## config.mk

```make
export PLATFORM = sky130hd
export DESIGN_NAME = sram_arbiter_flat
export DESIGN_NICKNAME = d
export VERILOG_FILES = /design/src/rtl/sram_arbiter_if.sv /design/src/rtl/sram_arbiter.sv /design/src/flat_wrapper.sv
export SDC_FILE = /design/constraint.sdc
export NUM_CORES = 1
export LEC_CHECK = 0
export CAP_MARGIN = 20
export CORE_UTILIZATION = 30
export CTS_CLUSTER_SIZE = 28
export DETAILED_ROUTE_END_ITERATION = 10
export DONT_BUFFER_PORTS = 1
export GPL_ROUTABILITY_DRIVEN = 0
export SETUP_SLACK_MARGIN = 0.02
export SLEW_MARGIN = 20
export SYNTH_ARGS = -nofsm -noshare
export SYNTH_HDL_FRONTEND = slang
export SYNTH_SLANG_ARGS = --single-unit
```

## constraint.sdc

```tcl
create_clock -name clk -period 10.01 [get_ports clk]
set_clock_uncertainty 0.15 [all_clocks]
set_input_delay 2.002 -clock clk [delete_from_list [all_inputs] [get_ports clk]]
set_output_delay 2.002 -clock clk [all_outputs]
set_load 0.02 [all_outputs]
```

## src/rtl/sram_arbiter_if.sv

```systemverilog
// rtl/sram_arbiter_if.sv - client and SRAM-controller signal bundle for sram_arbiter
interface sram_arbiter_if #(
    parameter int NUM_REQ = 3,
    parameter int ADDR_W  = 18,
    parameter int DATA_W  = 16
) ();
    // requester side
    logic [NUM_REQ-1:0]        req;
    logic [NUM_REQ-1:0]        we;
    logic [NUM_REQ*ADDR_W-1:0] addr;
    logic [NUM_REQ*DATA_W-1:0] wdata;
    logic [NUM_REQ-1:0]        gnt;
    logic [NUM_REQ-1:0]        done;
    logic                      err;
    logic [DATA_W-1:0]         rdata;

    // SRAM controller side
    logic                      mem_req;
    logic                      mem_we;
    logic [ADDR_W-1:0]         mem_addr;
    logic [DATA_W-1:0]         mem_wdata;
    logic                      mem_ready;
    logic                      mem_done;
    logic [DATA_W-1:0]         mem_rdata;

    // arbiter view
    modport slave (
        input  req, we, addr, wdata, mem_ready, mem_done, mem_rdata,
        output gnt, done, err, rdata, mem_req, mem_we, mem_addr, mem_wdata
    );

    // environment view: requesters plus controller
    modport master (
        output req, we, addr, wdata, mem_ready, mem_done, mem_rdata,
        input  gnt, done, err, rdata, mem_req, mem_we, mem_addr, mem_wdata
    );
endinterface

```

## src/rtl/sram_arbiter.sv

```systemverilog
// rtl/sram_arbiter.sv - round-robin arbiter with burst retention and timeout for one SRAM port
module sram_arbiter #(
    parameter int NUM_REQ        = 3,
    parameter int ADDR_W         = 18,
    parameter int DATA_W         = 16,
    parameter int MAX_BURST      = 4,
    parameter int TIMEOUT_CYCLES = 64
) (
    input  logic          clk,
    input  logic          rst,
    sram_arbiter_if.slave bus
);
    localparam int IDX_W = (NUM_REQ > 1) ? $clog2(NUM_REQ) : 1;
    localparam int BC_W  = $clog2(MAX_BURST + 1);
    localparam int TO_W  = $clog2(TIMEOUT_CYCLES);

    localparam logic [BC_W-1:0]  BURST_MAX = BC_W'(MAX_BURST);
    localparam logic [TO_W-1:0]  TO_LAST   = TO_W'(TIMEOUT_CYCLES - 1);
    localparam logic [IDX_W-1:0] OWNER_RST = IDX_W'(NUM_REQ - 1);

    typedef enum logic [1:0] {
        S_IDLE,
        S_ISSUE,
        S_WAIT
    } state_t;

    state_t                  state_q, state_d;
    logic [IDX_W-1:0]        owner_q, owner_d;
    logic [BC_W-1:0]         burst_cnt_q, burst_cnt_d;
    logic [TO_W-1:0]         to_cnt_q, to_cnt_d;
    logic [NUM_REQ-1:0]      gnt_q, gnt_d;
    logic [NUM_REQ-1:0]      done_q, done_d;
    logic                    err_q, err_d;
    logic [DATA_W-1:0]       rdata_q, rdata_d;
    logic                    mem_req_q, mem_req_d;
    logic                    mem_we_q, mem_we_d;
    logic [ADDR_W-1:0]       mem_addr_q, mem_addr_d;
    logic [DATA_W-1:0]       mem_wdata_q, mem_wdata_d;

    logic                    win_valid;
    logic [IDX_W-1:0]        win_idx;
    logic [BC_W-1:0]         win_burst;
    logic [TO_W-1:0]         to_inc;
    int                      cand;

    // The counter parks at its last value so a transaction accepted on the
    // final ISSUE cycle still times out on its first silent WAIT cycle.
    assign to_inc = (to_cnt_q == TO_LAST) ? to_cnt_q : to_cnt_q + 1'b1;

    // Winner selection; burst_cnt of zero means no owner yet, so after reset
    // the search starts at requester 0 instead of retaining NUM_REQ-1.
    always_comb begin
        win_valid = 1'b0;
        win_idx   = owner_q;
        win_burst = BC_W'(1);
        cand      = 0;
        if (burst_cnt_q != '0 && burst_cnt_q < BURST_MAX && bus.req[owner_q]) begin
            win_valid = 1'b1;
            win_idx   = owner_q;
            win_burst = burst_cnt_q + 1'b1;
        end else begin
            for (int k = 1; k <= NUM_REQ; k++) begin
                cand = int'(owner_q) + k;
                if (cand >= NUM_REQ) begin
                    cand = cand - NUM_REQ;
                end
                if (!win_valid && bus.req[cand]) begin
                    win_valid = 1'b1;
                    win_idx   = IDX_W'(cand);
                end
            end
        end
    end

    // Next-state and registered-output logic for the IDLE/ISSUE/WAIT sequence.
    always_comb begin
        state_d     = state_q;
        owner_d     = owner_q;
        burst_cnt_d = burst_cnt_q;
        to_cnt_d    = to_cnt_q;
        gnt_d       = '0;
        done_d      = '0;
        err_d       = 1'b0;
        rdata_d     = rdata_q;
        mem_req_d   = 1'b0;
        mem_we_d    = mem_we_q;
        mem_addr_d  = mem_addr_q;
        mem_wdata_d = mem_wdata_q;

        case (state_q)
            S_IDLE: begin
                if (win_valid) begin
                    state_d          = S_ISSUE;
                    owner_d          = win_idx;
                    burst_cnt_d      = win_burst;
                    to_cnt_d         = '0;
                    gnt_d[win_idx]   = 1'b1;
                    mem_req_d        = 1'b1;
                    mem_we_d         = bus.we[win_idx];
                    mem_addr_d       = bus.addr[win_idx*ADDR_W +: ADDR_W];
                    mem_wdata_d      = bus.wdata[win_idx*DATA_W +: DATA_W];
                end
            end
            S_ISSUE: begin
                if (bus.mem_ready) begin
                    state_d  = S_WAIT;
                    to_cnt_d = to_inc;
                end else if (to_cnt_q == TO_LAST) begin
                    state_d         = S_IDLE;
                    done_d[owner_q] = 1'b1;
                    err_d           = 1'b1;
                    burst_cnt_d     = BURST_MAX;
                end else begin
                    mem_req_d = 1'b1;
                    to_cnt_d  = to_inc;
                end
            end
            S_WAIT: begin
                if (bus.mem_done) begin
                    state_d         = S_IDLE;
                    done_d[owner_q] = 1'b1;
                    if (!mem_we_q) begin
                        rdata_d = bus.mem_rdata;
                    end
                end else if (to_cnt_q == TO_LAST) begin
                    state_d         = S_IDLE;
                    done_d[owner_q] = 1'b1;
                    err_d           = 1'b1;
                    burst_cnt_d     = BURST_MAX;
                end else begin
                    to_cnt_d = to_inc;
                end
            end
            default: begin
                state_d = S_IDLE;
            end
        endcase
    end

    // State and output registers; reset drops any in-flight transaction silently.
    always_ff @(posedge clk) begin
        if (rst) begin
            state_q     <= S_IDLE;
            owner_q     <= OWNER_RST;
            burst_cnt_q <= '0;
            to_cnt_q    <= '0;
            gnt_q       <= '0;
            done_q      <= '0;
            err_q       <= 1'b0;
            rdata_q     <= '0;
            mem_req_q   <= 1'b0;
            mem_we_q    <= 1'b0;
            mem_addr_q  <= '0;
            mem_wdata_q <= '0;
        end else begin
            state_q     <= state_d;
            owner_q     <= owner_d;
            burst_cnt_q <= burst_cnt_d;
            to_cnt_q    <= to_cnt_d;
            gnt_q       <= gnt_d;
            done_q      <= done_d;
            err_q       <= err_d;
            rdata_q     <= rdata_d;
            mem_req_q   <= mem_req_d;
            mem_we_q    <= mem_we_d;
            mem_addr_q  <= mem_addr_d;
            mem_wdata_q <= mem_wdata_d;
        end
    end

    assign bus.gnt       = gnt_q;
    assign bus.done      = done_q;
    assign bus.err       = err_q;
    assign bus.rdata     = rdata_q;
    assign bus.mem_req   = mem_req_q;
    assign bus.mem_we    = mem_we_q;
    assign bus.mem_addr  = mem_addr_q;
    assign bus.mem_wdata = mem_wdata_q;
endmodule
```

## src/flat_wrapper.sv

```systemverilog
// flat-port wrapper written by rule: the top's interface ports become plain ports
module sram_arbiter_flat 
#(
    parameter int NUM_REQ        = 3,
    parameter int ADDR_W         = 18,
    parameter int DATA_W         = 16,
    parameter int MAX_BURST      = 4,
    parameter int TIMEOUT_CYCLES = 64
)
  (clk, rst, bus_req, bus_we, bus_addr, bus_wdata, bus_mem_ready, bus_mem_done, bus_mem_rdata, bus_gnt, bus_done, bus_err, bus_rdata, bus_mem_req, bus_mem_we, bus_mem_addr, bus_mem_wdata);
  sram_arbiter_if #(.NUM_REQ(NUM_REQ), .ADDR_W(ADDR_W), .DATA_W(DATA_W)) bus_i ();
  input  logic clk;
  input  logic rst;
  input wire logic [$bits(bus_i.req)-1:0] bus_req;
  input wire logic [$bits(bus_i.we)-1:0] bus_we;
  input wire logic [$bits(bus_i.addr)-1:0] bus_addr;
  input wire logic [$bits(bus_i.wdata)-1:0] bus_wdata;
  input wire logic [$bits(bus_i.mem_ready)-1:0] bus_mem_ready;
  input wire logic [$bits(bus_i.mem_done)-1:0] bus_mem_done;
  input wire logic [$bits(bus_i.mem_rdata)-1:0] bus_mem_rdata;
  output wire logic [$bits(bus_i.gnt)-1:0] bus_gnt;
  output wire logic [$bits(bus_i.done)-1:0] bus_done;
  output wire logic [$bits(bus_i.err)-1:0] bus_err;
  output wire logic [$bits(bus_i.rdata)-1:0] bus_rdata;
  output wire logic [$bits(bus_i.mem_req)-1:0] bus_mem_req;
  output wire logic [$bits(bus_i.mem_we)-1:0] bus_mem_we;
  output wire logic [$bits(bus_i.mem_addr)-1:0] bus_mem_addr;
  output wire logic [$bits(bus_i.mem_wdata)-1:0] bus_mem_wdata;
  assign bus_i.req = bus_req;
  assign bus_i.we = bus_we;
  assign bus_i.addr = bus_addr;
  assign bus_i.wdata = bus_wdata;
  assign bus_i.mem_ready = bus_mem_ready;
  assign bus_i.mem_done = bus_mem_done;
  assign bus_i.mem_rdata = bus_mem_rdata;
  assign bus_gnt = bus_i.gnt;
  assign bus_done = bus_i.done;
  assign bus_err = bus_i.err;
  assign bus_rdata = bus_i.rdata;
  assign bus_mem_req = bus_i.mem_req;
  assign bus_mem_we = bus_i.mem_we;
  assign bus_mem_addr = bus_i.mem_addr;
  assign bus_mem_wdata = bus_i.mem_wdata;
  sram_arbiter #(.NUM_REQ(NUM_REQ), .ADDR_W(ADDR_W), .DATA_W(DATA_W), .MAX_BURST(MAX_BURST), .TIMEOUT_CYCLES(TIMEOUT_CYCLES)) u_core (.clk(clk), .rst(rst), .bus(bus_i));
endmodule
```

---- Word-level counts from Yosys, hierarchy flattened ----
Index checks and enable logic that the tools add are counted.
operators by class
  mux-type cells .......................... 62
  bitwise gates (word level) .............. 3
  $add $sub $neg .......................... 8
  magnitude comparators ................... 11
  $mul .................................... 1
  reduce and logical (&&, ||, !) cells .... 16
  eq/ne operators ......................... 6
  shift-type cells ........................ 2
operators with widths
  kind                                                                                   number
  32-bit two-way mux                                                                     6
  32-bit by 3-bit greater-or-equal comparator with 1-bit output (second input constant)  3
  32-bit by 4-bit less-than comparator with 1-bit output (second input constant)         3
  32-bit by 3-bit subtractor with 32-bit output (second input constant)                  3
  54-bit by 8-bit indexed part select with 18-bit output                                 1
  48-bit by 7-bit indexed part select with 16-bit output                                 1
  6-bit two-way mux                                                                      5
  3-bit two-way mux                                                                      8
  1-bit two-way mux                                                                      22
  6-bit case mux with 3 select lines                                                     1
  2-bit two-way mux                                                                      8
  1-bit binary-select mux with 2-bit select                                              5
  3-bit case mux with 3 select lines                                                     1
  2-bit by 2-bit adder with 3-bit output (second input constant)                         2
  6-bit by 1-bit adder with 6-bit output (second input constant)                         1
  6-bit equality test (second input constant)                                            1
  1-bit logical AND                                                                      6
  2-bit by 3-bit less-than comparator with 1-bit output (second input constant)          2
  2-bit by 4-bit multiplier with 6-bit output (second input constant)                    1
  2-bit case mux with 3 select lines                                                     1
  3-bit case mux with 2 select lines                                                     1
  3-bit AND reduction                                                                    2
  3-bit nonzero test                                                                     2
  1-bit demux with 2-bit select                                                          2
  other kinds (15)                                                                       21
word-level totals
  output and inout port bits .............. 59
  register bits ........................... 72
  logic and storage cells ................. 121

---- Depth between registers and ports, before layout ----
Gate-level depths: netlist of the first run.
  depth after elaboration ................. 21
  mapped depth ............................ 14

---- Worst setup path after synthesis of the first run ----
No wires, ideal clock.
  path kind ............................... in2reg
  from .................................... input bus_req[2]
  to ...................................... register u_core.mem_addr_q[0] (netlist: u_core.bus.mem_addr[0])
  path slack .............................. 5995 ps
  path buffers ............................ 3
  arrival ................................. 3743 ps
  required time ........................... 9738 ps
  cell stages on the path ................. 10
  path through ............................ mux2_2 -> a32oi_2 -> nor2b_1 -> buf_2 -> a32o_1 -> a22oi_4 -> nor2b_1 -> buf_4 -> buf_6 -> a221o_1
between the ends
  cells in the longest elaborated chain, start to end .. 15
  elaborated cells on any way between the ends .. 29
  classes of those cells .................. 1 x mul; 1 x shift; 21 x mux; 6 x reduce/logical
RTL lines
  item                                                    RTL line             source
  from (decl)                                             flat_wrapper.sv:14   input wire logic [$bits(bus_i.req)-1:0] bus_req;
  1-bit binary-select mux with 2-bit select               sram_arbiter.sv:67   if (!win_valid && bus.req[cand]) begin
  1-bit two-way mux (implied by the code) (2 in series)   sram_arbiter.sv:67
  1-bit two-way mux                                       sram_arbiter.sv:67
  1-bit two-way mux                                       sram_arbiter.sv:57   if (burst_cnt_q != '0 && burst_cnt_q < BURST_MAX && bus.req[owner_q]) begin
  1-bit logical NOT                                       sram_arbiter.sv:67
  1-bit logical AND                                       sram_arbiter.sv:67
  1-bit two-way mux                                       sram_arbiter.sv:67
  1-bit two-way mux                                       sram_arbiter.sv:57
  1-bit logical NOT                                       sram_arbiter.sv:67
  1-bit logical AND                                       sram_arbiter.sv:67
  2-bit two-way mux                                       sram_arbiter.sv:67
  2-bit two-way mux                                       sram_arbiter.sv:57
  2-bit by 4-bit multiplier with 6-bit output             sram_arbiter.sv:100  mem_addr_d = bus.addr[win_idx*ADDR_W +: ADDR_W];
  54-bit by 8-bit indexed part select with 18-bit output  sram_arbiter.sv:100
  to (signal assigned)                                    sram_arbiter.sv:166  mem_addr_q <= mem_addr_d;
  to (decl)                                               sram_arbiter.sv:37   logic [ADDR_W-1:0] mem_addr_q, mem_addr_d;
Several ways; a longest one is shown, not always the timed one. The select of a mux whose other input is x is not followed.
A chain may end at the register's enable or synchronous reset.

---- Final worst setup path of the first run ----
  from .................................... input bus_req[2]
  to ...................................... register u_core.mem_wdata_q[8] (netlist: u_core.bus.mem_wdata[8])
between the ends
  cells in the longest elaborated chain, start to end .. 14
  elaborated cells on any way between the ends .. 28
  classes of those cells .................. 1 x shift; 21 x mux; 6 x reduce/logical
RTL lines
  item                                                                                           RTL line             source
  1-bit binary-select mux with 2-bit select                                                      sram_arbiter.sv:67
  1-bit two-way mux (implied by the code) (2 in series)                                          sram_arbiter.sv:67
  1-bit two-way mux                                                                              sram_arbiter.sv:67
  1-bit two-way mux                                                                              sram_arbiter.sv:57
  1-bit logical NOT                                                                              sram_arbiter.sv:67
  1-bit logical AND                                                                              sram_arbiter.sv:67
  1-bit two-way mux                                                                              sram_arbiter.sv:67
  1-bit two-way mux                                                                              sram_arbiter.sv:57
  1-bit logical NOT                                                                              sram_arbiter.sv:67
  1-bit logical AND                                                                              sram_arbiter.sv:67
  2-bit two-way mux or 1-bit two-way mux (tied branches)                                         sram_arbiter.sv:67
  2-bit two-way mux or 1-bit two-way mux (tied branches)                                         sram_arbiter.sv:57
  48-bit by 7-bit indexed part select with 16-bit output or 2-bit AND reduction (tied branches)  n/a
  to (signal assigned)                                                                           sram_arbiter.sv:167  mem_wdata_q <= mem_wdata_d;
  to (decl)                                                                                      sram_arbiter.sv:38   logic [DATA_W-1:0] mem_wdata_q, mem_wdata_d;
Several ways; a longest one is shown, not always the timed one. The select of a mux whose other input is x is not followed.

==> impl_summary.log, run 1 <==
INFO  metric status = finished with violations
INFO  metric failed_checks = DRC
INFO  metric syn_to_final_growth = 9.96%
INFO  metric netlist.area_leader.share = 39.8%
INFO  metric antenna_diodes = 0
INFO  metric clkSlewWorstSetupHoldPaths = 0.06 ns
INFO  metric holdBufCountCts = 0
INFO  metric worstHoldPathType = reg -> reg
INFO  metric cp_cell_sequence = mux2_2 > a32oi_2 > nand2b_1 > o211a_1 > or3b_4 > nor2_4 > a221o_1
INFO  metric dpl.hpwl = 7030 µm
INFO  metric finalWorstSetupSlack = 5.77 ns
INFO  metric timing.max_cap.violations = 0
INFO  metric post-route-drc-count = 6
INFO  metric post_cts.resized_instances = 0
INFO  metric final_max_slew_viol_count = 0
INFO  metric synth_largest_area_cell = sky130_fd_sc_hd__dfxtp_1
INFO  metric reg2reg_setup_slack = 6.24 ns
INFO  metric routed-via-count = 3045
INFO  metric timing.critical_path.slowest_cell_delay = 0.70 ns
INFO  metric cts_root_buf = sky130_fd_sc_hd__clkbuf_16
INFO  metric number_of_synthesized_flops_with_an_enable_pin = 0
INFO  metric first_pass_iters = 7
INFO  metric yosys_warnings = 0
INFO  metric synth-main-ff-cell = sky130_fd_sc_hd__dfxtp_1
INFO  metric number_of_global_route_vias_before_repair = 2944
INFO  metric combPwrFrac = 45.7%
INFO  metric netSwitchingPower = 626 µW
INFO  metric power_density = 375 nW/µm²
INFO  metric most_repeated_cell_in_the_gate_level_netlist_after_synthesis = sky130_fd_sc_hd__dfxtp_1
INFO  metric post-route-min-period = 4.24 ns
INFO  metric instances_no_fill = 550
INFO  metric number_of_antenna_violations_at_the_first_check_in_global_routing = 0
INFO  metric worstMarginPinSlew = 0.872 ns
INFO  metric cts-root-to-sink-buffers = 2
INFO  metric power.ir.vdd_worst = 0.000155 V
INFO  metric placement.setup.worst_slack = 5.37 ns
INFO  metric buffer_ports.inserted = 0
INFO  metric setup.worst_path.start_class = input pin
INFO  metric avgViaCountPerCell = 5.54
INFO  metric fmaxAchievable = 236 MHz
INFO  metric worst-endpoint-required = 10.14 ns
INFO  metric wl_per_cell = 18.0 µm
INFO  metric power.internal = 867 µW
INFO  metric report.final.setup_viol = 0
INFO  metric synthCells = 421
INFO  metric cts_htree_levels = 3
INFO  metric crit_path_top_delay_cell = sky130_fd_sc_hd__nor2_4
INFO  metric critical_path_arrival = 4.37 ns
INFO  metric switching_share = 41.9%
INFO  metric synth-async-reset-ratio = 0%
INFO  metric synth_sequential_area_ratio = 39.8%
INFO  metric netlist_top_cells_area = sky130_fd_sc_hd__dfxtp_1 40%, sky130_fd_sc_hd__a221o_1 9.4%, sky130_fd_sc_hd__a21oi_1 8.3%
INFO  metric drive_gt1_share = 7.37%
INFO  metric start_util = 31.3%
INFO  metric grt_util_all_layers = 15.8%
INFO  metric global_route_wire_length_before_repair = 15000 µm
INFO  metric post-place-cells = 534
INFO  metric die_area = 12500 µm²
INFO  metric grt_start_max_net_pins = 72
INFO  metric io-pin-count = 187
INFO  metric fin_tns_setup = 0 ns
INFO  metric ys_seq_elements = 72
INFO  metric numClockSinks = 72
INFO  metric floorplan.die.height = 112 µm
INFO  metric clkPwrFrac = 22.2%
INFO  metric fp.dieW = 112 µm
INFO  metric p_leak = 0.00142 µW
INFO  metric netlist-cell-type-count = 49
INFO  metric postCtsSetupBuffers = 0
INFO  metric critical_path_class = in -> reg
INFO  metric cell_rows = 39
INFO  metric rsz0062_at_grt = no
INFO  metric setup.worst_path.end_class = flop
INFO  metric detail_route.wirelength = 9910 µm
INFO  metric globalRouteOverflowTotal = 0
INFO  metric final-hold-violation-count = 0
INFO  metric clock_tree_from_tritoncts = yes
INFO  metric final_antenna_net_count = 0
INFO  metric sequentialPowerShare = 32.1%
INFO  metric worst_slew_margin_rel = 41.7%
INFO  metric synthesis.area_per_instance = 8.59 µm²
INFO  metric cell_area_after_synthesis = 3620 µm²
INFO  metric final_net_count = 540
INFO  metric final.period_utilization = 42.4%
INFO  metric cts-buffers-inserted = 9
INFO  metric critPathMaxFanout = 35
INFO  metric synth_common_cells = 72 x sky130_fd_sc_hd__dfxtp_1, 60 x sky130_fd_sc_hd__a21oi_1, 43 x sky130_fd_sc_hd__nand2_1
INFO  metric later_pin_clock_latency_in_the_skew_report = 0.33 ns
INFO  metric postSynthNetCount = 559
INFO  metric core_area = 11600 µm²
INFO  metric drt_first_iter_violations = 110
==> layout make-up <==
type                            count  area, µm²
Sequential cell                    72       1440
Tap cell                          143        179
Clock buffer                       11        253
Timing Repair Buffer                3       30.0
Fill cell                        1144       7590
Multi-Input combinational cell    309       1990
Inverter                            7       26.3
Clock inverter                      5       55.1
==> worst paths after layout <==
check                             start                 endpoint  depth (start not counted)
setup / recovery             bus_req[2]  u_core.bus.mem_wdata[8]                          7
hold / removal    u_core.burst_cnt_q[1]    u_core.burst_cnt_q[1]                          2
setup reg to reg      u_core.owner_q[0]  u_core.bus.mem_wdata[8]                          9
hold reg to reg   u_core.burst_cnt_q[1]    u_core.burst_cnt_q[1]                          2
==> metal layers <==
metal / GRT usage [%] / up-vias / part of all wire [%]
met5: 0 / - / 0
met4: 9.46 / 0 / 3.1
met3: 5.23 / 19 / 8.3
met2: 27.7 / 135 / 49
met1: 16.4 / 1406 / 39
li1: - / 1485 / -
==> metrics by stage <==
step | utilization (%) | power, µW | area (µm²) | hold slack (ns)
floorplan | - | 1060 | 3620 | 0.312
global placement | 31.6 | 1140 | 3650 | 0.318
detailed placement | 31.7 | 1170 | 3670 | 0.330
CTS | 34.4 | 1510 | 3980 | 0.339
global route | 34.4 | 1600 | 3980 | 0.364
finish | 34.4 | 1490 | 3980 | 0.337
==> cells by family after synthesis <==
group / count (synthesis) / share of synthesized area, %
multiplexers: 6 / 1.69
buffers and inverters: 40 / 5.19
AO/OA/AOI/OAI: 125 / 25.4
flip-flops: 72 / 39.8
AND/OR/NAND/NOR: 165 / 23.7
XOR/XNOR: 3 / 0.727
adder cells (fa/ha/maj): 10 / 3.46
==> state kept, by name, indices dropped and copies added, names as in the netlist <==
register              flops
u_core.bus.mem_addr      18
u_core.bus.mem_wdata     16
u_core.bus.rdata         16
u_core.to_cnt_q           6
u_core.burst_cnt_q        3
u_core.bus.done           3
u_core.bus.gnt            3
u_core.owner_q            2
u_core.state_q            2
u_core.bus.err            1
u_core.bus.mem_req        1
u_core.bus.mem_we         1
==> critical path, delay by kind of cell <==
kind / cells / cell delay, ns
AO/OA/AOI/OAI: 3 / 0.84
multiplexers: 1 / 0.25
AND/OR/NAND/NOR: 3 / 1.26
==> power by group through the flow <==
stage	sequential, µW	clock [µW]	combinational, µW
2_1_floorplan	459	0	599
3_3_place_gp	487	0	650
3_5_place_dp	485	0	687
4_1_cts	481	344	686
5_1_grt	488	356	759
6_report	480	332	682
==> placed cells by master (no fill, tap or decap), types with 4 or more instances in the layout <==
cell / n
sky130_fd_sc_hd__a31oi_1: 4
sky130_fd_sc_hd__a21oi_1: 60
sky130_fd_sc_hd__clkbuf_16: 9
sky130_fd_sc_hd__and3_1: 4
sky130_fd_sc_hd__dfxtp_1: 72
sky130_fd_sc_hd__nand2b_1: 41
sky130_fd_sc_hd__nor2b_1: 4
sky130_fd_sc_hd__nand3_1: 41
sky130_fd_sc_hd__nand2_1: 43
sky130_fd_sc_hd__nor2_1: 14
sky130_fd_sc_hd__and2_1: 4
sky130_fd_sc_hd__ha_1: 10
sky130_fd_sc_hd__mux2i_1: 5
sky130_fd_sc_hd__a221o_1: 34
sky130_fd_sc_hd__inv_1: 7
Power figures use the tool's default switching activity.
==> run 2, diff against run 1 <==
==> constraint.sdc (replaced) <==
create_clock -name clk -period 3.9 [get_ports clk]
set_clock_uncertainty 0.15 [all_clocks]
set_input_delay 0.78 -clock clk [delete_from_list [all_inputs] [get_ports clk]]
set_output_delay 0.78 -clock clk [all_outputs]
set_load 0.02 [all_outputs]
==> impl_summary.log, run 2 (synthesis gave the netlist of run 1 again) <==
INFO  metric worst_slew_margin_rel = 55.3%
INFO  metric final.hold.worst_slack = 0.363 ns
INFO  metric global_route_wire_length_before_repair = 15500 µm
INFO  metric grt_util_all_layers = 16.1%
INFO  metric design_area = 3990 µm²
INFO  metric flip_flop_count_of_the_largest_register_after_layout = 18
INFO  metric critical_path_class = reg -> reg
INFO  metric floorplan.die.height = 112 µm
INFO  metric timing.critical_path.slowest_cell_delay = 0.57 ns
INFO  metric status = finished with violations
INFO  metric number_of_global_route_vias_before_repair = 3094
INFO  metric clkPwrFrac = 21.4%
INFO  metric clock_tree_from_tritoncts = yes
INFO  metric number_of_antenna_violations_at_the_first_check_in_global_routing = 0
INFO  metric cts_root_buf = sky130_fd_sc_hd__clkbuf_16
INFO  metric power_density = 968 nW/µm²
INFO  metric layout_commonest_cell = sky130_fd_sc_hd__dfxtp_1
INFO  metric cp_cell_sequence = inv_1 > ha_1 > nand2b_1 > a32oi_2 > or3b_1 > a32o_1 > a22oi_4 > nor2b_2 > buf_12 > a221o_1
INFO  metric postCtsSetupBuffers = 0
INFO  metric antenna_diodes = 0
INFO  metric later_pin_clock_latency_in_the_skew_report = 0.33 ns
INFO  metric critPathMaxFanout = 35
INFO  metric syn_to_final_growth = 10.2%
INFO  metric drt_first_iter_violations = 182
INFO  metric globalRouteOverflowTotal = 0
INFO  metric final_net_count = 541
INFO  metric setup.worst_path.start_class = flop
INFO  metric sequentialPowerShare = 31.9%
INFO  metric post-route-drc-count = 7
INFO  metric post-route-min-period = 3.43 ns
INFO  metric dpl.hpwl = 6940 µm
INFO  metric avgViaCountPerCell = 5.70
INFO  metric report.final.setup_viol = 0
INFO  metric p_leak = 0.00142 µW
INFO  metric grt_start_max_net_pins = 72
INFO  metric cts-buffers-inserted = 9
INFO  metric io-pin-count = 187
INFO  metric layout.cells.most_common_list = 72 x sky130_fd_sc_hd__dfxtp_1, 60 x sky130_fd_sc_hd__a21oi_1, 43 x sky130_fd_sc_hd__nand2_1, 41 x sky130_fd_sc_hd__nand2b_1, 41 x sky130_fd_sc_hd__nand3_1
INFO  metric netSwitchingPower = 1640 µW
INFO  metric buffer_ports.inserted = 0
INFO  metric detail_route.wirelength = 10300 µm
INFO  metric critical_path_arrival = 3.55 ns
INFO  metric routed-via-count = 3138
INFO  metric fin_tns_setup = 0 ns
INFO  metric wl_per_cell = 18.7 µm
INFO  metric fillCellCount = 1225
INFO  metric worst-endpoint-required = 4.03 ns
INFO  metric clkSlewWorstSetupHoldPaths = 0.06 ns
INFO  metric core_area = 11600 µm²
INFO  metric numClockSinks = 72
INFO  metric die_area = 12500 µm²
INFO  metric power.internal = 2210 µW
INFO  metric final-hold-violation-count = 0
INFO  metric cts_htree_levels = 3
INFO  metric power.ir.vdd_worst = 0.000356 V
INFO  metric failed_checks = DRC
INFO  metric switching_share = 42.6%
INFO  metric final_antenna_net_count = 0
INFO  metric final.period_utilization = 87.9%
INFO  metric final_max_slew_viol_count = 0
INFO  metric placement.setup.worst_slack = 0.208 ns
INFO  metric worstHoldPathType = reg -> reg
INFO  metric crit_path_top_delay_cell = sky130_fd_sc_hd__dfxtp_1
INFO  metric instances_no_fill = 551
INFO  metric start_util = 31.3%
INFO  metric worstMarginPinSlew = 0.665 ns
INFO  metric fp.dieW = 112 µm
INFO  metric setup.worst_path.end_class = flop
INFO  metric drive_gt1_share = 7.60%
INFO  metric first_pass_iters = 7
INFO  metric combPwrFrac = 46.7%
INFO  metric finalWorstSetupSlack = 0.473 ns
INFO  metric post-place-cells = 534
INFO  metric cell_rows = 39
INFO  metric total_cell_area_at_the_placement_stage = 3670 µm²
INFO  metric fmaxAchievable = 292 MHz
INFO  metric rsz0062_at_grt = no
INFO  metric timing.max_cap.violations = 0
INFO  metric cts-root-to-sink-buffers = 2
==> run 2: changes by cell type in the layout (fill, tap and decap cells not counted), sizes merged <==
cell and change:
clkinv +1, nor2 +1, clkinvlp -1
==> run 2: path summary, 6_finish.rpt <==
path / from / endpoint / slack, ns / cells past startpoint
max: u_core.owner_q[1] / u_core.bus.mem_wdata[0] / 0.47 / 10
min: u_core.burst_cnt_q[1] / u_core.burst_cnt_q[1] / 0.36 / 2
max reg2reg: u_core.owner_q[1] / u_core.bus.mem_wdata[0] / 0.47 / 10
min reg2reg: u_core.burst_cnt_q[1] / u_core.burst_cnt_q[1] / 0.36 / 2
==> run 2: power groups by stage <==
stage | clock (µW) | sequential, µW | combinational, µW
floorplan | 0 | 1180 | 1540
global placement | 0 | 1240 | 1710
detailed placement | 0 | 1240 | 1780
CTS | 855 | 1230 | 1770
global route | 887 | 1250 | 1990
finish | 826 | 1230 | 1800
==> run 2: timing repair <==
| item | in CTS | in global routing |
|---|---|---|
| gates resized for setup | 0 | 2 |
| hold endpoints to repair | 0 | 0 |
| setup endpoints to repair | 0 | 34 |
| hold buffers | 0 | 0 |
==> run 2: worst max-delay path: cells and delay by family, from the launching register on <==
| kind | cells | cell delay, ns |
|---|---|---|
| compound gates | 4 | 0.97 |
| simple gates | 3 | 0.77 |
| flops | 1 | 0.57 |
| fa+ha+maj | 1 | 0.53 |
| buf+inv | 2 | 0.33 |
==> run 2: routing by layer <==
metal	GRT usage (%)	wire length (µm)	vias to the layer above
met2	27.6	5000	152
met5	0	0	-
li1	-	-	1494
met4	10.3	354	0
met1	17.0	4120	1467
met3	5.12	810	25
==> run 2: layout make-up <==
| type | instances | area (µm²) | share of cell area (%) |
|---|---|---|---|
| Inverter | 7 | 26.3 | 0.659 |
| Multi-Input combinational cell | 310 | 2010 | 50.3 |
| Clock inverter | 5 | 56.3 | 1.41 |
| Clock buffer | 11 | 243 | 6.09 |
| Timing Repair Buffer | 3 | 35.0 | 0.879 |
| Tap cell | 143 | 179 | 4.49 |
| Sequential cell | 72 | 1440 | 36.1 |
==> run 2: metrics by stage <==
stage | total power, µW | util [%]
after global routing | 4120 | 34.5
after detailed placement | 3020 | 31.8
after global placement | 2950 | 31.8
after floorplan | 2720 | -
after CTS | 3860 | 34.3
final | 3860 | 34.5
